File: config.mk
export PLATFORM = sky130hd
export DESIGN_NAME = ece571f23_g5_aes_mixcol_engine
export DESIGN_NICKNAME = d
export VERILOG_FILES = /design/src/rtl/ece571f23_g5_aes_pkg.sv /design/src/rtl/ece571f23_g5_aes_mixcol_column.sv /design/src/rtl/ece571f23_g5_aes_mixcol_engine.sv
export SDC_FILE = /design/constraint.sdc
export NUM_CORES = 1
export LEC_CHECK = 0
export CORE_MARGIN = 3
export CORE_UTILIZATION = 40
export DETAILED_ROUTE_END_ITERATION = 7
export HOLD_SLACK_MARGIN = 0.1
export PLACE_DENSITY = 0.76
export SYNTH_ARGS = -nofsm -noshare
export SYNTH_HDL_FRONTEND = slang
export SYNTH_SLANG_ARGS = --single-unit
File: constraint.sdc
create_clock -name clk -period 5.32 [get_ports clk]
set_input_delay 1.064 -clock clk [delete_from_list [all_inputs] [get_ports clk]]
set_output_delay 1.064 -clock clk [all_outputs]
set_load 0.03 [all_outputs]
File: src/rtl/ece571f23_g5_aes_pkg.sv
// Shared types and GF(2^8) helpers for the AES MixColumns engine.
// Bytes are reduced modulo the AES polynomial x^8 + x^4 + x^3 + x + 1.
package ece571f23_g5_aes_pkg;

  localparam int NB = 4;

  typedef enum logic [1:0] {
    IDLE,
    BUSY,
    DONE
  } mc_state_t;

  typedef logic [127:0] state_t;
  typedef logic [31:0]  col_t;

  function automatic logic [7:0] gf_xtime(input logic [7:0] b);
    return {b[6:0], 1'b0} ^ (b[7] ? 8'h1b : 8'h00);
  endfunction

  // Shift-and-add multiply; with a constant multiplier this folds to a few XORs.
  function automatic logic [7:0] gf_mul(input logic [7:0] b, input logic [7:0] k);
    logic [7:0] acc;
    logic [7:0] p;
    acc = 8'h00;
    p   = b;
    for (int i = 0; i < 8; i++) begin
      if (k[i]) acc = acc ^ p;
      p = gf_xtime(p);
    end
    return acc;
  endfunction

endpackage

File: src/rtl/ece571f23_g5_aes_mixcol_column.sv
// Combinational transform of one 32-bit state column (MixColumns or InvMixColumns).
// Row 0 of the column sits in the most significant byte.
module ece571f23_g5_aes_mixcol_column
  import ece571f23_g5_aes_pkg::*;
(
  input  col_t col,
  input  logic decrypt,
  output col_t mixed
);

  // Every output row uses the same coefficient pattern, rotated by one byte per row.
  function automatic logic [7:0] mix_row(input logic [7:0] x0, input logic [7:0] x1,
                                         input logic [7:0] x2, input logic [7:0] x3,
                                         input logic dec);
    if (dec)
      return gf_mul(x0, 8'h0e) ^ gf_mul(x1, 8'h0b) ^ gf_mul(x2, 8'h0d) ^ gf_mul(x3, 8'h09);
    return gf_xtime(x0) ^ gf_xtime(x1) ^ x1 ^ x2 ^ x3;
  endfunction

  logic [7:0] a0, a1, a2, a3;

  assign a0 = col[31:24];
  assign a1 = col[23:16];
  assign a2 = col[15:8];
  assign a3 = col[7:0];

  assign mixed = {mix_row(a0, a1, a2, a3, decrypt),
                  mix_row(a1, a2, a3, a0, decrypt),
                  mix_row(a2, a3, a0, a1, decrypt),
                  mix_row(a3, a0, a1, a2, decrypt)};

endmodule

File: src/rtl/ece571f23_g5_aes_mixcol_engine.sv
// Folded AES MixColumns/InvMixColumns engine with final-round bypass and valid/ready
// handshakes; COLS_PER_CYCLE columns of the working state are rewritten per BUSY cycle.
module ece571f23_g5_aes_mixcol_engine
  import ece571f23_g5_aes_pkg::*;
#(
  parameter int COLS_PER_CYCLE = 1,
  parameter int NUM_COLS       = 4
) (
  input  logic         clk,
  input  logic         rst_n,
  input  logic         in_valid,
  output logic         in_ready,
  input  logic [127:0] in_data,
  input  logic         in_decrypt,
  input  logic         in_bypass,
  output logic         out_valid,
  input  logic         out_ready,
  output logic [127:0] out_data,
  output logic         busy
);

  localparam int IDX_W = $clog2(NUM_COLS) + 1;
  localparam int SEL_W = $clog2(NUM_COLS);

  if (COLS_PER_CYCLE != 1 && COLS_PER_CYCLE != 2 && COLS_PER_CYCLE != 4) begin : g_bad_cols
    $error("COLS_PER_CYCLE must be 1, 2 or 4");
  end

  if (NUM_COLS != NB) begin : g_bad_nb
    $error("NUM_COLS must be 4");
  end

  mc_state_t        state;
  mc_state_t        next_state;
  logic [IDX_W-1:0] col_idx;
  state_t           work;
  state_t           work_next;
  logic             decrypt_q;
  logic             bypass_q;
  logic             load;
  logic             last_group;

  col_t grp_col   [COLS_PER_CYCLE];
  col_t grp_mixed [COLS_PER_CYCLE];

  assign last_group = (col_idx == IDX_W'(NUM_COLS - COLS_PER_CYCLE));

  // col_idx only reaches NUM_COLS in DONE, where its low bits select column 0 harmlessly.
  for (genvar g = 0; g < COLS_PER_CYCLE; g++) begin : g_col
    assign grp_col[g] = work[32*(int'(col_idx[SEL_W-1:0]) + g) +: 32];

    ece571f23_g5_aes_mixcol_column u_column (
      .col     (grp_col[g]),
      .decrypt (decrypt_q),
      .mixed   (grp_mixed[g])
    );
  end

  always_comb begin
    work_next = work;
    for (int g = 0; g < COLS_PER_CYCLE; g++) begin
      work_next[32*(int'(col_idx[SEL_W-1:0]) + g) +: 32] = bypass_q ? grp_col[g] : grp_mixed[g];
    end
  end

  always_ff @(posedge clk or negedge rst_n) begin
    if (!rst_n) state <= IDLE;
    else        state <= next_state;
  end

  // in_ready depends only on state and out_ready, so upstream never sees a loop through in_valid.
  always_comb begin
    next_state = state;
    in_ready   = 1'b0;
    out_valid  = 1'b0;
    busy       = 1'b0;
    load       = 1'b0;
    case (state)
      IDLE: begin
        in_ready = 1'b1;
        if (in_valid) begin
          load       = 1'b1;
          next_state = BUSY;
        end
      end
      BUSY: begin
        busy = 1'b1;
        if (last_group) next_state = DONE;
      end
      DONE: begin
        busy      = 1'b1;
        out_valid = 1'b1;
        in_ready  = out_ready;
        if (out_ready) begin
          if (in_valid) begin
            load       = 1'b1;
            next_state = BUSY;
          end else begin
            next_state = IDLE;
          end
        end
      end
      default: next_state = IDLE;
    endcase
  end

  // Mode and bypass are captured only at accept so mid-block input changes have no effect.
  always_ff @(posedge clk or negedge rst_n) begin
    if (!rst_n) begin
      col_idx   <= '0;
      work      <= '0;
      decrypt_q <= 1'b0;
      bypass_q  <= 1'b0;
    end else if (load) begin
      col_idx   <= '0;
      work      <= in_data;
      decrypt_q <= in_decrypt;
      bypass_q  <= in_bypass;
    end else if (state == BUSY) begin
      col_idx   <= col_idx + IDX_W'(COLS_PER_CYCLE);
      work      <= work_next;
    end
  end

  assign out_data = work;

endmodule

* Word level (Yosys, flattened, before mapping)
Index checks and enable logic that the tools add are counted.
Word-level totals: register bits 135, bits in latches 0, memory bits (writable) 0, ROM bits 0, input bits 134, memories 0
Operators by class: add/subtract/negate cells 2, multiply operators 0, divide/modulo/power cells 0, order comparisons 0, equal/unequal tests 6, shift operators 3, multiplexer cells 74, bitwise gates (word level) 68, reduce and logical (&&, ||, !) cells 4
Operator list (count):
- 8-bit bitwise XOR | 67
- 8-bit two-way mux | 44
- 128-bit two-way mux | 2
- 128-bit bitwise mux | 1
- 32-bit by 33-bit variable shift with 128-bit output (first input constant) | 1
- 128-bit by 8-bit variable part select with 32-bit output | 1
- 32-bit by 33-bit variable part select with 128-bit output | 1
- 5-bit two-way mux | 12
- 7-bit negation with 33-bit output | 1
- 32-bit two-way mux | 1
- 8-bit by 5-bit bitwise XOR with 8-bit output | 1
- 1-bit two-way mux | 6
- 2-bit two-way mux | 3
- 3-bit two-way mux | 2
- 2-bit inequality test (second input constant) | 3
- 2-bit case mux with 3 select lines | 1
- 1-bit case mux with 2 select lines | 2
- 3-bit by 1-bit adder with 3-bit output (second input constant) | 1
- 3-bit by 2-bit == test with 1-bit output (second input constant) | 1
- 3-bit AND reduction | 1
- 2-bit by 1-bit == test with 1-bit output (second input constant) | 1
- 2-bit == test (second input constant) | 1
- 2-bit logical NOT | 1
- 2-bit nonzero test | 1
- 2-bit OR reduction | 1

* Depth between registers and ports, before layout
depth after elaboration 19, gate-level depth with buffers 12, gate-level depth less buffers 8

* Hierarchy
A second synthesis with hierarchy kept.
Unflattened totals: cells, all modules 1138, area, all modules 10844.2 µm²
By module, submodules not included:
- ece571f23_g5_aes_mixcol_engine | instances 1, cells each 874, area each 8323.0 µm²
- ece571f23_g5_aes_mixcol_column | instances 1, cells each 264, area each 2521.2 µm²

* Least setup slack after synthesis
OpenSTA, ideal clock, no wires.
path type reg2reg, start point reg col_idx[0], end point reg work[20] (netlist: out_data[20]), library setup time 0.141 ns, arrival time 3.199 ns, required time 5.179 ns, slack 1.980 ns, stages on the path, launching flop included 13, path buffers 4, period minus slack after synthesis 3.340 ns, cells stage by stage dfrtp_1 buf_6 buf_12 buf_8 mux4_2 buf_2 xnor2_1 xnor3_1 xnor2_1 xnor2_1 xnor2_1 a222oi_1 o21ai_1
Between the ends: cells in the longest elaborated chain, start to end 18, elaborated cells on any way between the ends 132
Ends and longest elaborated chain:
- start: declaration | line ece571f23_g5_aes_mixcol_engine.sv:35 | logic [IDX_W-1:0] col_idx;
- start signal: assignment | line ece571f23_g5_aes_mixcol_engine.sv:120 | col_idx <= col_idx + IDX_W'(COLS_PER_CYCLE);
- 128-bit by 8-bit variable part select with 32-bit output | line ece571f23_g5_aes_mixcol_engine.sv:50 | assign grp_col[g] = work[32*(int'(col_idx[SEL_W-1:0]) + g) +: 32];
- 5-bit two-way mux or 8-bit bitwise XOR (tied branches) | line ece571f23_g5_aes_pkg.sv:17 | return {b[6:0], 1'b0} ^ (b[7] ? 8'h1b : 8'h00);
- 8-bit bitwise XOR or 5-bit two-way mux (tied branches) | line ece571f23_g5_aes_pkg.sv:17
- 8-bit two-way mux or 8-bit bitwise XOR (tied branches) | line ece571f23_g5_aes_mixcol_column.sv:15, ece571f23_g5_aes_pkg.sv:17
- 8-bit bitwise XOR | line ece571f23_g5_aes_pkg.sv:27 | if (k[i]) acc = acc ^ p;
- 8-bit two-way mux | line ece571f23_g5_aes_mixcol_column.sv:15 | if (dec)
- 8-bit bitwise XOR | line ece571f23_g5_aes_pkg.sv:27
- 8-bit two-way mux | line ece571f23_g5_aes_mixcol_column.sv:15
- 8-bit bitwise XOR (3 in a row) | line ece571f23_g5_aes_mixcol_column.sv:16 | return gf_mul(x0, 8'h0e) ^ gf_mul(x1, 8'h0b) ^ gf_mul(x2, 8'h0d) ^ gf_mul(x3, 8'h09);
- 8-bit two-way mux | line ece571f23_g5_aes_mixcol_column.sv:15
- 8-bit two-way mux | line ece571f23_g5_aes_mixcol_column.sv:17 | return gf_xtime(x0) ^ gf_xtime(x1) ^ x1 ^ x2 ^ x3;
- 32-bit two-way mux | line ece571f23_g5_aes_mixcol_engine.sv:62 | work_next[32*(int'(col_idx[SEL_W-1:0]) + g) +: 32] = bypass_q ? grp_col[g] : grp_mixed[g];
- 32-bit by 33-bit variable part select with 128-bit output | line ece571f23_g5_aes_mixcol_engine.sv:62
- 128-bit bitwise mux * | line ece571f23_g5_aes_mixcol_engine.sv:62
- 128-bit two-way mux * | line ece571f23_g5_aes_mixcol_engine.sv:119 | end else if (state == BUSY) begin
- 128-bit two-way mux * | line ece571f23_g5_aes_mixcol_engine.sv:114 | end else if (load) begin
- end signal: assignment | line ece571f23_g5_aes_mixcol_engine.sv:116 | work <= in_data;
- end signal: assignment | line ece571f23_g5_aes_mixcol_engine.sv:121 | work <= work_next;
- end: declaration | line ece571f23_g5_aes_mixcol_engine.sv:36 | state_t work;
Every way passes the cells marked *; elsewhere a longest branch is shown, timed or not. The select of a mux whose other input is x is not followed. A chain may end at the register's enable or synchronous reset.

* Worst setup path in the final report
start point reg col_idx[0], end point reg work[59] (netlist: out_data[59])
The elaborated chain is that of the path after synthesis.

==> flow_summary.json <==
{
  "hold_depth": 2,
  "synth_edf_count": 0,
  "vias": 8514,
  "synth-seq-cells": 135,
  "ys.warnings.count": 0,
  "cp_common_cell": "xnor2_1",
  "ant_nets": 0,
  "numCtsBuffers": 17,
  "drc": 0,
  "critical-path-max-stage-delay_ps": 820,
  "htreeDepth": 4,
  "ios": 265,
  "yosysSeqAreaShare": 0.355,
  "final_common_cell": "clkdlybuf4s50_1",
  "routedWlPerCell_um": 25.3,
  "fmax_ghz": 0.223,
  "async_flop_share": 1.00,
  "synthFlopType": "dfrtp_1",
  "fillers": 1929,
  "drive_gt1_frac": 0.0803,
  "synth.distinct_cells": 47,
  "maxCapViolCount": 0,
  "r2r_cells": 9,
  "cp_max_fo": 21,
  "avgSynthCellArea_um2": 11.0,
  "worst_slew_pin_slew_ps": 1220,
  "start_kind": "flop",
  "maxSlewHeadroom": 0.186,
  "gp_congestion": 0.998,
  "ctsHoldBuffers": 0,
  "grt_first_pass_wirelength_um": 53700,
  "end_kind": "flop",
  "rows": 55,
  "cp_num_buf_inv": 1,
  "hold_viol": 0,
  "post-route-util": 0.561,
  "period_minus_slack_ps": 4490,
  "grt_max_degree": 89,
  "grt_setup_unrepaired": "no",
  "first_global_vias": 8859,
  "hold_class": "reg -> reg",
  "synthTopCellsByArea": "dfrtp_1 35%, xnor2_1 15%, a22oi_1 10%",
  "fin_crit_sh": 0.843,
  "die_w_um": 160,
  "setup_tns_ps": 0,
  "yosysTopAreaCellShare": 0.355,
  "diodes": 0,
  "synth_area_leader_cell": "dfrtp_1",
  "drt_first_pass_iters": 5,
  "antenna_found_initial": 0,
  "worstSetupPathType": "reg -> reg",
  "cts.path.max_buffers": 2,
  "areaGrowthSynthToFinish_pct": 35.7,
  "netlist_instances": 867,
  "cp_top_family": "XOR/XNOR gates",
  "grt.overflow.total": 0,
  "vias_per_cell": 6.04,
  "syn_area_um2": 9530,
  "coreArea_um2": 23100,
  "cp_slowest_cell": "dfrtp_2",
  "drt_iter0_markers": 891,
  "initial_core_util": 0.413,
  "skew_ps": 8.93,
  "drt-total-wl_um": 35700,
  "multi_input_area_um2": 5770,
  "slew_violations": 0,
  "nNetsFinal": 1227,
  "clkSinkCount": 135,
  "dieArea_um2": 25700,
  "ctsResizeCount": 0,
  "setup_violations": 0,
  "post_cts_buffers": 0,
  "crit_arrival_ps": 4760,
  "dp_hpwl_um": 25400,
  "synth_nets": 1010,
  "io_buffers": 264,
  "regArea_um2": 3380,
  "critPathRequiredTime_ps": 5600,
  "final_cell_mix": "263 x clkdlybuf4s50_1, 158 x xnor2_1, 134 x dfrtp_1",
  "grt.total_usage": 0.272,
  "die_h_um": 160,
  "cp_num_cells": 9,
  "clk_pin_slew_ps": 60,
  "crit_chain": "buf_4 -> mux4_1 -> xnor2_1 -> xnor3_1 -> xnor2_1 -> xnor2_1 -> nor2_1 -> a221oi_1 -> o21ai_0",
  "cts_tree": "yes",
  "worstSkewPairLatency_ps": 420,
  "root_buffer": "clkbuf_16",
  "status": "finished, final reports clean"
}
-- logic make-up after synthesis --
kind of cell,synth area share
buffers and inverters,0.0446
AND/OR/NAND/NOR,0.0197
AO/OA/AOI/OAI,0.201
adder cells (fa/ha/maj),0.0118
flip-flops,0.355
XOR/XNOR,0.272
multiplexers,0.0972
-- layout make-up --
cell class              instances  area share
flip-flops and latches        135       0.261
multi-input cells             643       0.447
clock buffers                  20      0.0353
clock inverters                11      0.0114
inverters                      10     0.00290
repair buffers                277       0.212
well taps                     313      0.0303
-- worst min-delay path: stages, from the launching register on --
cell and delay [ps]:
dfrtp_1 370, a22oi_1 70, o21ai_0 60
-- stage by stage --
stage	std cells	cell area, um^2	setup slack [ps]	hold slack [ps]
after floorplan	867	9530	1980	519
after detailed placement	1378	12300	914	522
after CTS	1409	12900	884	539
after global placement	1378	12300	969	509
after global routing	1409	12900	643	565
final	1409	12900	835	536
-- sequential cells by signal (all words and copies together) (netlist names) --
signal	flops
decrypt_q	1
out_data	128
bypass_q	1
state	2
col_idx	3
-- routing by layer --
| layer | wire (um) | share of wire | vias up | global-route usage |
|---|---|---|---|---|
| met1 | 13600 | 0.38 | 4237 | 0.349 |
| met4 | 1040 | 0.029 | 0 | 0.101 |
| met3 | 3430 | 0.096 | 82 | 0.0668 |
| met2 | 17600 | 0.49 | 583 | 0.447 |
| li1 | - | - | 3612 | - |
| met5 | 0 | 0 | - | 0 |
-- Yosys cell counts, types with 2 or more instances --
cell type  number
xor2_1         51
nand4_1         2
a21oi_1        10
o21ai_0       126
buf_6           2
xor3_1          5
nor2_1         19
mux4_1          9
inv_1           9
buf_1           3
a222oi_1        3
mux4_2         23
a22oi_1       128
buf_2          18
xnor3_1        18
o221ai_1        3
o21ai_1         8
o31ai_1         4
nor3_1          3
clkbuf_1       47
buf_4           7
xnor3_2         2
nand2_1        14
xnor2_4         2
a22o_1          3
xnor2_2         8
ha_1            9
mux2i_1        16
a211o_1         5
dfrtp_1       135
a221oi_1        2
xnor2_1       158
-- path summary, 6_finish.rpt --
kind                            slack [ps]   startpoint      endpoint
min in group asynchronous              680        rst_n   out_data[6]
worst min-delay path                   540  out_data[4]   out_data[4]
worst max register to register         830   col_idx[0]  out_data[59]
worst min register to register         540  out_data[4]   out_data[4]
worst max-delay path                   830   col_idx[0]  out_data[59]
max in group asynchronous             3460        rst_n  out_data[14]
Power is left out: the tool's default activity adds up to more than one toggle a clock period on the data nets, which glitch-free logic cannot reach.
